--- src/rtl/display_scan_controller.sv ---
// Push-button stepped multi-digit counter with a time-multiplexed
// 7-segment scan. The raw button is synchronised and debounced, and each
// accepted press becomes a one-cycle step. That step moves a cascaded
// per-digit counter. One shared decoder drives the digits in turn, with a
// one-cycle blanking gap between digit slots.
//
// Handshake note: there is no valid/ready traffic here. The only internal
// "transaction" is step_pulse. It is a single-cycle strobe that the counter
// consumes in the same cycle it is high, and it carries no back-pressure.
module display_scan_controller #(
    parameter int DIGITS         = 4,
    parameter int SCAN_DIV       = 1000,
    parameter int DEBOUNCE       = 16,
    parameter int HEX            = 1,
    parameter int SEG_ACTIVE_LOW = 0
) (
    input  logic                  input_clock1_1,
    input  logic                  input_reset_n2_2,
    input  logic                  input_push_button3_3,
    input  logic                  input_clear4_4,
    input  logic                  input_down5_5,
    output logic [6:0]            output_seg6_6,
    output logic                  output_dp7_7,
    output logic [DIGITS-1:0]     output_digit_en8_8,
    output logic [4*DIGITS-1:0]   output_count9_9,
    output logic                  output_overflow10_10,
    output logic                  debug_state
);

    localparam int SLOT_W = (SCAN_DIV > 2) ? $clog2(SCAN_DIV) : 1;
    localparam int DEB_W  = $clog2(DEBOUNCE + 1);
    localparam int IDX_W  = (DIGITS > 1) ? $clog2(DIGITS) : 1;
    localparam logic [3:0] DIGIT_MAX = (HEX != 0) ? 4'hF : 4'h9;
    localparam logic       INV       = (SEG_ACTIVE_LOW != 0);

    typedef enum logic {
        BLANK = 1'b0,
        DRIVE = 1'b1
    } scan_state_t;

    logic                  sync1, sync2;
    logic [DEB_W-1:0]      deb_cnt;
    logic                  deb_level;
    logic                  step_pulse;

    logic [4*DIGITS-1:0]   count, count_next;
    logic                  wrap;
    logic                  overflow;

    scan_state_t           state, state_next;
    logic [IDX_W-1:0]      index, index_next;
    logic [SLOT_W-1:0]     slot, slot_next;
    logic [6:0]            seg_raw, seg_raw_next;
    logic [3:0]            cur_digit;
    logic [6:0]            seg_decoded;
    logic [DIGITS-1:0]     digit_en;
    logic                  dp_raw;

    // Two-flop synchroniser for the asynchronous button.
    always_ff @(posedge input_clock1_1 or negedge input_reset_n2_2) begin
        if (!input_reset_n2_2) begin
            sync1 <= 1'b0;
            sync2 <= 1'b0;
        end else begin
            sync1 <= input_push_button3_3;
            sync2 <= sync1;
        end
    end

    // Debounce: accept a level change after DEBOUNCE consecutive differing
    // samples, and emit a one-cycle step strobe on the accepted rising level.
    always_ff @(posedge input_clock1_1 or negedge input_reset_n2_2) begin
        if (!input_reset_n2_2) begin
            deb_cnt    <= '0;
            deb_level  <= 1'b0;
            step_pulse <= 1'b0;
        end else begin
            step_pulse <= 1'b0;
            if (sync2 == deb_level) begin
                deb_cnt <= '0;
            end else if (deb_cnt == DEB_W'(DEBOUNCE - 1)) begin
                deb_cnt    <= '0;
                deb_level  <= ~deb_level;
                step_pulse <= ~deb_level;
            end else begin
                deb_cnt <= deb_cnt + 1'b1;
            end
        end
    end

    // Ripple carry/borrow through all digits in one cycle.
    // wrap is set when every digit rolled over.
    always_comb begin
        logic       carry;
        logic [3:0] digit;
        logic [3:0] nd;
        count_next = count;
        carry      = 1'b1;
        digit      = '0;
        nd         = '0;
        for (int i = 0; i < DIGITS; i++) begin
            digit = count[4*i +: 4];
            nd    = digit;
            if (carry) begin
                if (!input_down5_5) begin
                    if (digit == DIGIT_MAX) begin
                        nd = 4'h0;
                    end else begin
                        nd    = digit + 4'd1;
                        carry = 1'b0;
                    end
                end else begin
                    if (digit == 4'h0) begin
                        nd = DIGIT_MAX;
                    end else begin
                        nd    = digit - 4'd1;
                        carry = 1'b0;
                    end
                end
            end
            count_next[4*i +: 4] = nd;
        end
        wrap = carry;
    end

    // Count register: clear has priority over a step and suppresses overflow.
    always_ff @(posedge input_clock1_1 or negedge input_reset_n2_2) begin
        if (!input_reset_n2_2) begin
            count    <= '0;
            overflow <= 1'b0;
        end else begin
            overflow <= 1'b0;
            if (input_clear4_4) begin
                count <= '0;
            end else if (step_pulse) begin
                count    <= count_next;
                overflow <= wrap;
            end
        end
    end

    // Hex/decimal 7-segment decode of the digit currently selected by the scan.
    always_comb begin
        cur_digit = count[4*int'(index) +: 4];
        case (cur_digit)
            4'h0: seg_decoded = 7'h3F;
            4'h1: seg_decoded = 7'h06;
            4'h2: seg_decoded = 7'h5B;
            4'h3: seg_decoded = 7'h4F;
            4'h4: seg_decoded = 7'h66;
            4'h5: seg_decoded = 7'h6D;
            4'h6: seg_decoded = 7'h7D;
            4'h7: seg_decoded = 7'h07;
            4'h8: seg_decoded = 7'h7F;
            4'h9: seg_decoded = 7'h6F;
            4'hA: seg_decoded = 7'h77;
            4'hB: seg_decoded = 7'h7C;
            4'hC: seg_decoded = 7'h39;
            4'hD: seg_decoded = 7'h5E;
            4'hE: seg_decoded = 7'h79;
            4'hF: seg_decoded = 7'h71;
            default: seg_decoded = 7'h00;
        endcase
    end

    // Scan state register along with digit index, slot timer and latched segments.
    always_ff @(posedge input_clock1_1 or negedge input_reset_n2_2) begin
        if (!input_reset_n2_2) begin
            state   <= BLANK;
            index   <= '0;
            slot    <= '0;
            seg_raw <= '0;
        end else begin
            state   <= state_next;
            index   <= index_next;
            slot    <= slot_next;
            seg_raw <= seg_raw_next;
        end
    end

    // Scan next-state and outputs: one blank cycle latches the segments,
    // then SCAN_DIV-1 drive cycles enable the selected digit.
    always_comb begin
        state_next   = state;
        index_next   = index;
        slot_next    = slot;
        seg_raw_next = seg_raw;
        digit_en     = '0;
        dp_raw       = 1'b0;
        case (state)
            BLANK: begin
                seg_raw_next = seg_decoded;
                slot_next    = '0;
                state_next   = DRIVE;
            end
            DRIVE: begin
                digit_en = DIGITS'(1) << index;
                dp_raw   = (index == '0) && deb_level;
                if (slot == SLOT_W'(SCAN_DIV - 2)) begin
                    slot_next  = '0;
                    state_next = BLANK;
                    index_next = (index == IDX_W'(DIGITS - 1)) ? '0 : index + 1'b1;
                end else begin
                    slot_next = slot + 1'b1;
                end
            end
            default: begin
                state_next = BLANK;
            end
        endcase
    end

    assign output_seg6_6        = seg_raw ^ {7{INV}};
    assign output_dp7_7         = dp_raw ^ INV;
    assign output_digit_en8_8   = digit_en;
    assign output_count9_9      = count;
    assign output_overflow10_10 = overflow;
    assign debug_state          = state;

endmodule

--- config.mk ---
export PLATFORM = sky130hd
export DESIGN_NAME = display_scan_controller
export DESIGN_NICKNAME = d
export VERILOG_FILES = /design/src/rtl/display_scan_controller.sv
export SDC_FILE = /design/constraint.sdc
export NUM_CORES = 1
export LEC_CHECK = 0
export BUFFER_PORTS_ARGS = -buffer_cell sky130_fd_sc_hd__clkbuf_2
export CAP_MARGIN = 20
export CORE_MARGIN = 1.5
export CORE_UTILIZATION = 63
export CTS_CLUSTER_DIAMETER = 200
export DETAILED_ROUTE_END_ITERATION = 8
export PLACE_DENSITY = 0.86
export SYNTH_ARGS = -nofsm -noshare
export SYNTH_HDL_FRONTEND = slang
export SYNTH_SLANG_ARGS = --single-unit
--- constraint.sdc ---
create_clock -name input_clock1_1 -period 3.9 [get_ports input_clock1_1]
set_clock_uncertainty 0.05 [all_clocks]
set_input_delay 0.195 -clock input_clock1_1 [delete_from_list [all_inputs] [get_ports input_clock1_1]]
set_output_delay 0.195 -clock input_clock1_1 [all_outputs]
set_load 0.005 [all_outputs]
==> flow_summary.json, run 1 <==
{
  "row_count": 24,
  "seq_area_frac_synth_pct": 40.3,
  "hold_start": "input_clear4_4",
  "clock_latency_ns": 0.31,
  "cts_tree": "built",
  "highest_layer": "met4",
  "syn-num-nets": 323,
  "wl_met3_um": 208,
  "min_period_ns": 2.10,
  "ios": 35,
  "globalplace.congestion": 0.795,
  "n_fill_cell": 333,
  "area_growth_pct": 10.6,
  "ys_seq_elements": 46,
  "wl_met2_um": 2850,
  "final_common_cell": "dfrtp_1",
  "cts_sinks": 46,
  "max_slew_margin_pct": 58.0,
  "final_cells": 380,
  "antenna_cells": 0,
  "worstPathMaxFanout": 9,
  "layout_common_cells": "dfrtp_1, clkbuf_2, a21oi_1, nor2_1",
  "yosysWarningCount": 0,
  "end_kind": "flip-flop",
  "startpoint_type": "flip-flop",
  "via_per_inst": 6.06,
  "io_buffers": 34,
  "p_seq_share_pct": 55.2,
  "rsz0062_at_grt": "no",
  "drc_errors": 0,
  "synth_edf_count": 0,
  "grt_max_degree": 47,
  "pwr-share-clk_pct": 39.5,
  "path_class": "flip-flop to flip-flop",
  "syn_area_um2": 2860,
  "setup_viol": 0,
  "post_cts_buffers": 0,
  "syn_inst": 296,
  "crit_start": "index[0]$_DFFE_PN0P_",
  "track_usage_pct": 24.6,
  "drive_gt1_share_pct": 16.5,
  "clock-root-buffer": "clkbuf_8",
  "async_reset_ff_share_pct": 100,
  "worstPathRequired_ns": 4.01,
  "power_leakage_nw": 1.45,
  "vias": 2303,
  "place_hpwl_um": 3980,
  "p_switching_uw": 193,
  "r2r-start": "index[0]$_DFFE_PN0P_",
  "first_iter_violations": 77,
  "drv_slew": 0,
  "ant_nets": 0,
  "cp_data_arrival_time_ns": 2.21,
  "wl_met1_um": 2550,
  "clk_pin_slew_ns": 0.09,
  "holdBufCountCts": 2,
  "maxCapViolations": 0,
  "die_width_um": 70.3,
  "antenna_found_initial": 0,
  "clockBufferDepth": 2,
  "fin_crit_sh_pct": 53.8,
  "grt_pass1_wl_um": 9710,
  "multiInputGateArea_um2": 1560,
  "worst_pin_slew_ns": 0.631,
  "ys_types": 49,
  "internal_power_uw": 697,
  "timing.fmax_mhz": 477,
  "peakVddDrop_v": 0.000154,
  "start_util_pct": 65.6,
  "cts_resized": 0,
  "routed_wl_um": 5690,
  "fin_setup_tns_ns": 0,
  "avgRoutedWirePerCell_um": 15.0,
  "powerDensity_nw_per_um2": 282,
  "syn_avg_cell_area_um2": 9.65,
  "synth_top_flop_cell": "dfrtp_1",
  "drt-pass1-iter-count": 4,
  "cts_max_level": 2,
  "seq_area_um2": 1150,
  "first_global_vias": 2072,
  "finalHoldViolations": 0,
  "outcome": "completed",
  "numCtsBuffers": 5,
  "die_area_um2": 4940,
  "p_comb_share_pct": 5.3,
  "gr-total-overflow": 0,
  "core_region_area_um2": 4350,
  "place_inst": 370,
  "fp.dieH_um": 70.3,
  "final_nets": 354,
  "netSwitchingFraction_pct": 21.7,
  "min_path_type": "input pin to flip-flop"
}
-- cell type report --
class	instances	area share, %
repair buffers	37	6.26
well taps	52	2.06
multi-input cells	215	49.3
clock buffers	7	2.42
flip-flops and latches	46	36.4
inverters	22	2.61
clock inverters	1	0.950
-- per-layer routing --
layer,vias up,global-route usage [%]
li1,1127,-
met1,1118,33.0
met2,49,39.7
met3,9,4.91
met4,0,8.97
met5,-,0
-- state kept, by name, indices dropped and copies added, names as in the netlist --
| signal | flops |
|---|---|
| slot | 10 |
| sync2 | 1 |
| step_pulse | 1 |
| output_count9_9 | 16 |
| deb_cnt | 5 |
| output_seg6_6 | 7 |
| deb_level | 1 |
| output_overflow10_10 | 1 |
| debug_state | 1 |
| sync1 | 1 |
| index | 2 |
-- cell families (layout without fill, tap and decap cells) --
| logic type | Yosys count | count (layout) | share of synthesized area (%) |
|---|---|---|---|
| AOI/OAI and AO/OA | 79 | 79 | 18.0 |
| xor gates and xnor gates | 17 | 17 | 5.21 |
| adders and majority gates | 22 | 22 | 9.64 |
| buffers and inverters | 35 | 67 | 5.17 |
| DFF | 46 | 46 | 40.3 |
| muxes | 8 | 8 | 4.73 |
| and+or+nand+nor | 89 | 89 | 17.0 |
-- through the flow --
step	total power [mW]	util [%]	cell area (µm²)	hold slack, ns	worst slack [ns]
after floorplan	0.527	-	2860	-0.151	2.07
after global placement	0.547	69.7	3030	0.254	1.88
after detailed placement	0.548	69.7	3030	0.258	1.80
after CTS	0.898	72.6	3160	0.245	1.79
after global routing	0.924	72.6	3160	0.285	1.65
final	0.891	72.6	3160	0.264	1.80
-- synthesized netlist by cell type, types with 2 or more instances --
library cell  instances  area (µm²)
o2111ai_1             2        17.5
nand2_1              14        52.6
nand3_1               9        45.0
and3_1                5        31.3
buf_2                 7        35.0
a22o_1                2        17.5
a311oi_1              2        17.5
a211oi_1              8        60.1
a41oi_1               4        35.0
o21bai_1              4        30.0
nor3b_1               2        15.0
nor4b_1               2        17.5
ha_1                 22         275
clkbuf_1              5        18.8
or3_1                 4        25.0
and2_1                5        31.3
a21oi_1              28         140
inv_1                22        82.6
nand2b_1              2        12.5
dfrtp_1              46        1150
nor2b_1               3        18.8
mux2_2                4        45.0
xor2_1                7        61.3
xnor2_1              10        87.6
nand4b_1              2        17.5
nand4_1               2        12.5
and4bb_2              2        25.0
mux4_2                4        90.1
o21ai_0              15        75.1
nor2_1               26        97.6
o21a_1                2        15.0
nor3_1                3        15.0
or4_1                 2        15.0
a31oi_1               2        12.5
and4b_1               3        30.0
-- power by group through the flow --
stage               clock, mW  combinational (mW)  sequential, mW
detailed placement          0              0.0464           0.502
global route            0.377              0.0541           0.493
global placement            0              0.0459           0.501
finish                  0.351              0.0474           0.492
CTS                     0.358              0.0481           0.492
floorplan                   0              0.0251           0.502
-- critical path: stages, from the launching register on --
cell and delay, ns:
dfrtp_1 0.57, mux4_2 0.62, inv_1 0.16, ha_1 0.17
inv_1 0.05, o2111ai_1 0.20, o311ai_1 0.13
-- worst paths after layout --
| kind | to | slack (ns) | cells after the start |
|---|---|---|---|
| setup / recovery | output_seg6_6[3]$_DFFE_PN0N_ | 1.80 | 6 |
| min in group asynchronous | deb_level$_DFFE_PN0P_ | 0.45 | 3 |
| hold reg to reg | sync2$_DFF_PN0_ | 0.35 | 0 |
| hold / removal | output_count9_9[8]$_DFFE_PN0P_ | 0.26 | 2 |
| setup reg to reg | output_seg6_6[3]$_DFFE_PN0N_ | 1.80 | 6 |
| max in group asynchronous | output_seg6_6[4]$_DFFE_PN0N_ | 2.96 | 3 |
(Power assumes the default switching activity.)
==> run 2: changes to the inputs <==
ABC_AREA = 1   (was not set)
CORE_UTILIZATION = 53   (was 63)
PLACE_DENSITY = 0.76   (was 0.86)
clock period = 1.7 ns   (was 3.9 ns; I/O delays follow)
==> run 2 against run 1 <==
  * Sequential cell count is the same
  * Die area up 27%
  * The flow now finishes with violations (negative setup slack)
  * Routed wire length rose by 33%
  * Cell count is 48% higher
  * Cell area rose by 23%
  * Synthesized cell count up 44%
  * Clock-buffer cell count shrank 2
  * Area after synthesis up 8.2%
  * Non-clock buffer count is 28 higher
  * Highest routed layer unchanged
  * Via count increased by 31%
  * First-iteration DRC count rose to 3.7 times the previous value
  * Register-to-register slack worse by 1.9 ns
==> flow_summary.json, run 2 <==
{
  "final_common_cell": "nand2_1",
  "r2r-start": "index[0]$_DFFE_PN0P_",
  "async_reset_ff_share_pct": 100,
  "first_global_vias": 2820,
  "synth_edf_count": 0,
  "n_fill_cell": 467,
  "drt-pass1-iter-count": 5,
  "final_cells": 561,
  "via_per_inst": 5.40,
  "end_kind": "flip-flop",
  "worstPathRequired_ns": 1.85,
  "synth.top_cell.area_share_pct": 37.3,
  "syn_area_um2": 3090,
  "track_usage_pct": 25.0,
  "synthXorXnorAreaFrac_pct": 1.99,
  "syn_inst": 426,
  "ios": 35,
  "gr-total-overflow": 0,
  "synth_top_family_by_area": "simple AND/OR/NAND/NOR gates",
  "ant_nets": 0,
  "worstRegToRegCells": 8,
  "max_slew_margin_pct": 72.9,
  "drive_gt1_share_pct": 24.9,
  "syn_avg_cell_area_um2": 7.25,
  "die_area_um2": 6290,
  "powerDensity_nw_per_um2": 627,
  "highest_layer": "met4",
  "rsz0062_at_grt": "yes",
  "ys_seq_elements": 46,
  "cts_sinks": 46,
  "row_count": 27,
  "hold_depth": 4,
  "violations": "negative setup slack",
  "timing.fmax_mhz": 557,
  "vias": 3028,
  "largest_register_ffs": 16,
  "cp.buffers_inverters": 2,
  "synth-compound-area-share_pct": 7.41,
  "clk_pin_slew_ns": 0.09,
  "place_inst": 549,
  "hold_start": "input_down5_5",
  "place_hpwl_um": 5360,
  "grt_max_degree": 47,
  "cts_max_level": 2,
  "setup_viol": 6,
  "ys_top_cells_by_count": "nand2_1, nand3_1, dfrtp_1",
  "wl_met2_um": 3600,
  "finalHoldViolations": 0,
  "synth-simple-area-share_pct": 36.5,
  "syn-num-nets": 453,
  "power.total_mw": 2.43,
  "maxCapViolations": 0,
  "min_to": "output_count9_9[9]$_DFFE_PN0P_",
  "crit_slowest_cell": "dfrtp_2",
  "critical-path-top-delay-family": "flip-flops",
  "antenna_cells": 0,
  "postPlaceCellArea_um2": 3540,
  "drc_errors": 0,
  "cts_tree": "built",
  "drv_slew": 0,
  "synthAdderAreaFrac_pct": 8.91,
  "startpoint_type": "flip-flop",
  "die_width_um": 79.3,
  "synth.most_common_cell": "nand2_1",
  "io_buffers": 34,
  "setup_slack_ns": -0.0968,
  "synth_top_flop_cell": "dfrtp_1",
  "yosys-top-cells-area": "dfrtp_1, nand2_1, ha_1",
  "clockBufferDepth": 2,
  "min_period_ns": 1.80,
  "layout_common_cells": "nand2_1, nand3_1, dfrtp_1, nor2_1, inv_1",
  "numCtsBuffers": 5,
  "final_cell_area_um2": 3880,
  "cp_data_arrival_time_ns": 1.95,
  "worstPathCellList": "nor2_1, inv_1, a32oi_4, inv_2, ha_4, nand3_4, a21oi_2, a21oi_1",
  "avgRoutedWirePerCell_um": 13.5,
  "fin_crit_sh_pct": 106,
  "grt_pass1_wl_um": 12500,
  "critical-path-max-stage-delay_ns": 0.49,
  "area_growth_pct": 25.6,
  "seq_area_frac_synth_pct": 37.3,
  "start_util_pct": 55.4,
  "first_iter_violations": 284,
  "rrSetupSlack_ns": -0.1,
  "outcome": "finished, violations left",
  "yosysWarningCount": 0,
  "peakVddDrop_v": 0.000534,
  "worstPathMaxFanout": 6,
  "path_class": "flip-flop to flip-flop",
  "core_region_area_um2": 5570,
  "clock-root-buffer": "clkbuf_8",
  "wl_met1_um": 3500,
  "muxShareOfSynthArea_pct": 0,
  "hold_slack_ns": 0.129,
  "worst_pin_slew_ns": 0.407,
  "power_leakage_nw": 1.95,
  "routed_wl_um": 7560,
  "wl_met3_um": 363,
  "fp.dieH_um": 79.3,
  "antenna_found_initial": 0,
  "reg2reg_to": "output_seg6_6[1]$_DFFE_PN0N_",
  "clock_latency_ns": 0.31,
  "final_nets": 515,
  "min_path_type": "input pin to flip-flop",
  "synth_top_cell_by_area": "dfrtp_1",
  "ys_types": 32,
  "globalplace.congestion": 0.909
}
[run 2: tightest hold or removal path: cells and delay by family]
kind	cells	cell delay [ns]
AOI/OAI and AO/OA	1	0.09
buffers and inverters	1	0.17
and+or+nand+nor	2	0.11
[run 2: final cells by class]
cell class / count / area [µm²] / area share (%)
Timing Repair Buffer: 65 / 448 / 11.6
Inverter: 48 / 183 / 4.71
Clock buffer: 5 / 68.8 / 1.77
Clock inverter: 3 / 45.0 / 1.16
Tap cell: 72 / 90.1 / 2.32
Sequential cell: 46 / 1150 / 29.8
Multi-Input combinational cell: 322 / 1890 / 48.7
[run 2: worst max-delay path by stage]
| stage | startpoint | to | slack (ns) | depth (start not counted) |
|---|---|---|---|---|
| final | index[0]$_DFFE_PN0P_ | output_seg6_6[1]$_DFFE_PN0N_ | -0.1 | 8 |
| after global routing | index[0]$_DFFE_PN0P_ | output_seg6_6[1]$_DFFE_PN0N_ | -0.20 | 8 |
| after CTS | index[0]$_DFFE_PN0P_ | output_seg6_6[3]$_DFFE_PN0N_ | -0.009 | 9 |
| after detailed placement | index[0]$_DFFE_PN0P_ | output_seg6_6[5]$_DFFE_PN0N_ | -0.09 | 9 |
| after global placement | index[0]$_DFFE_PN0P_ | output_seg6_6[5]$_DFFE_PN0N_ | -0.02 | 9 |
| after floorplan | index[0]$_DFFE_PN0P_ | output_seg6_6[1]$_DFFE_PN0N_ | -0.06 | 9 |
[run 2: per-layer routing]
metal	global-route usage (%)	up-vias
li1	-	1505
met4	8.25	0
met2	40.7	106
met1	33.9	1407
met5	0	-
met3	4.25	10
[run 2: power breakdown]
group | switching (mW) | total [mW] | internal, mW
Combinational | 0.231 | 0.391 | 0.160
Sequential | 0.0508 | 1.19 | 1.14
Clock | 0.414 | 0.852 | 0.438
[run 2: metrics by stage]
step | util, % | TNS [ns] | setup WS [ns]
5_1_grt | 69.6 | -1.22 | -0.204
6_report | 69.6 | -0.342 | -0.0968
2_1_floorplan | - | -0.127 | -0.0575
3_3_place_gp | 63.5 | -0.0345 | -0.0177
3_5_place_dp | 63.5 | -0.299 | -0.0947
4_1_cts | 67.1 | -0.0235 | -0.00913
[run 2: cell families after synthesis]
logic type               after synthesis
AO/OA/AOI/OAI                         43
XOR/XNOR                               7
adder cells (fa/ha/maj)               22
buffers and inverters                 58
flip-flops                            46
AND/OR/NAND/NOR                      250
[run 2: repair_timing]
| item | in CTS | in global routing |
|---|---|---|
| setup endpoints to repair | 7 | 23 |
| resized for setup | 15 | 32 |
| hold buffers | 2 | 0 |
| hold endpoints to repair | 47 | 0 |
| setup buffers | 2 | 1 |
| pin swaps | 6 | 11 |
==> run 3: changes to the inputs <==
ABC_AREA = not set   (was 1)
CORE_ASPECT_RATIO = 1.25   (was not set)
GPL_TIMING_DRIVEN = 0   (was not set)
PLACE_DENSITY = 0.77   (was 0.76)
==> run 3 against run 2 <==
  * The flow still finishes with violations (negative setup slack)
  * Routed wire length increased by 3.2%
  * Sequential power decreased by 5%
  * Global-route usage increased by 0.099 points
  * Highest routed layer unchanged
  * Worst hold slack improved by 0.067 ns
  * First-iteration DRC count decreased by 55%
  * Largest power group unchanged
  * Critical path depth decreased by 1
==> flow_summary.json, run 3 (synthesized netlist as in run 1, its figures left out) <==
{
  "max_slew_margin_pct": 57.0,
  "start_util_pct": 55.8,
  "cp_data_arrival_time_ns": 2.10,
  "violations": "negative setup slack",
  "clock-root-buffer": "clkbuf_8",
  "final_cells": 432,
  "ant_nets": 0,
  "core_region_area_um2": 5120,
  "setup_slack_ns": -0.270,
  "reg2reg_to": "output_seg6_6[3]$_DFFE_PN0N_",
  "grt_max_degree": 29,
  "via_per_inst": 6.20,
  "first_global_vias": 2389,
  "outcome": "finished, violations left",
  "hold_start": "input_clear4_4",
  "worstPathRequired_ns": 1.84,
  "final_nets": 396,
  "routed_wl_um": 7800,
  "end_kind": "flip-flop",
  "hold_slack_ns": 0.195,
  "ios": 35,
  "clock_latency_ns": 0.30,
  "netSwitchingFraction_pct": 25.8,
  "worstRegToRegCells": 7,
  "rsz0062_at_grt": "yes",
  "cts_sinks": 46,
  "grt_pass1_wl_um": 11200,
  "pwr-share-clk_pct": 35.8,
  "setup_viol": 21,
  "die_width_um": 68.7,
  "fin_setup_tns_ns": -2.52,
  "worstPathMaxFanout": 4,
  "cts_tree": "built",
  "hold_depth": 2,
  "largest_register_ffs": 16,
  "vias": 2679,
  "layout_common_cells": "dfrtp_1, clkbuf_2, nor2_1, buf_4, a21oi_1",
  "p_switching_uw": 508,
  "first_iter_violations": 127,
  "place_hpwl_um": 4190,
  "p_comb_share_pct": 7.0,
  "clk_pin_slew_ns": 0.10,
  "fp.dieH_um": 85.1,
  "peakVddDrop_v": 0.000446,
  "avgRoutedWirePerCell_um": 18.1,
  "timing.fmax_mhz": 508,
  "worst_pin_slew_ns": 0.644,
  "rrSetupSlack_ns": -0.27,
  "p_seq_share_pct": 57.2,
  "cts_max_level": 2,
  "place_inst": 391,
  "power_leakage_nw": 1.69,
  "powerDensity_nw_per_um2": 515,
  "area_growth_pct": 34.2,
  "final_cell_area_um2": 3830,
  "die_area_um2": 5840,
  "postPlaceCellArea_um2": 3140,
  "track_usage_pct": 25.1,
  "row_count": 29,
  "drt-pass1-iter-count": 5,
  "path_class": "flip-flop to flip-flop",
  "maxCapViolations": 0,
  "fin_crit_sh_pct": 116,
  "globalplace.congestion": 0.857,
  "numCtsBuffers": 5,
  "drive_gt1_share_pct": 44.1,
  "r2r-start": "index[0]$_DFFE_PN0P_",
  "drv_slew": 0,
  "antenna_found_initial": 0,
  "min_period_ns": 1.97,
  "drc_errors": 0,
  "min_path_type": "input pin to flip-flop",
  "antenna_cells": 0,
  "min_to": "output_count9_9[9]$_DFFE_PN0P_",
  "clockBufferDepth": 2,
  "io_buffers": 32,
  "internal_power_mw": 1.47,
  "finalHoldViolations": 0,
  "gr-total-overflow": 0,
  "startpoint_type": "flip-flop",
  "final_common_cell": "dfrtp_1"
}
[run 3: power groups by stage]
stage | registers [mW] | logic [mW] | clock network (mW)
finish | 1.13 | 0.139 | 0.707
global route | 1.13 | 0.155 | 0.749
floorplan | 1.15 | 0.0588 | 0
global placement | 1.15 | 0.111 | 0
detailed placement | 1.15 | 0.118 | 0
CTS | 1.13 | 0.128 | 0.708
[run 3: stage by stage]
step	total power, mW	setup WS (ns)	utilization, %
6_report	1.97	-0.270	74.9
5_1_grt	2.04	-0.365	74.9
2_1_floorplan	1.21	-0.0842	-
3_3_place_gp	1.26	-0.226	61.0
4_1_cts	1.96	-0.190	69.0
3_5_place_dp	1.27	-0.245	61.4
[run 3: timing repair]
action                                 CTS  global route
hold buffers                             2             0
cloned                                   1             1
setup endpoints to repair               22            33
pin swaps                               16            29
resized for setup                       30            63
setup buffers                           19            10
endpoints found under the hold margin   19             0
[run 3: critical path, stage by stage (launching register included)]
cell	delay, ns
dfrtp_1	0.37
buf_6	0.14
mux4_2	0.65
inv_4	0.14
ha_4	0.14
inv_2	0.04
o2111ai_2	0.20
o311ai_1	0.12
[run 3: area by class of cell]
class                      instances  area (µm²)
sequential                        46        1160
clock buffer                       5        68.8
timing repair buffer              65         443
tap                               62        77.6
clock inverter                     3        23.8
buffer                            13        78.8
multi-input combinational        216        1890
fill                             323        1280
inverter                          22        87.6
[run 3: worst max-delay path by stage]
stage / start / end / slack (ns) / depth (start not counted)
final: index[0]$_DFFE_PN0P_ / output_seg6_6[3]$_DFFE_PN0N_ / -0.27 / 7
after global routing: index[0]$_DFFE_PN0P_ / output_seg6_6[3]$_DFFE_PN0N_ / -0.36 / 7
after CTS: index[0]$_DFFE_PN0P_ / output_seg6_6[5]$_DFFE_PN0N_ / -0.19 / 7
after detailed placement: index[0]$_DFFE_PN0P_ / output_seg6_6[3]$_DFFE_PN0N_ / -0.24 / 7
after global placement: index[0]$_DFFE_PN0P_ / output_seg6_6[3]$_DFFE_PN0N_ / -0.23 / 7
after floorplan: index[0]$_DFFE_PN0P_ / output_seg6_6[5]$_DFFE_PN0N_ / -0.08 / 6
[run 3: layer usage]
| metal | routed length [µm] | global-route usage (%) |
|---|---|---|
| met5 | 0 | 0 |
| met4 | 321 | 10.2 |
| met3 | 568 | 3.98 |
| met2 | 3920 | 40.0 |
| met1 | 2990 | 33.6 |
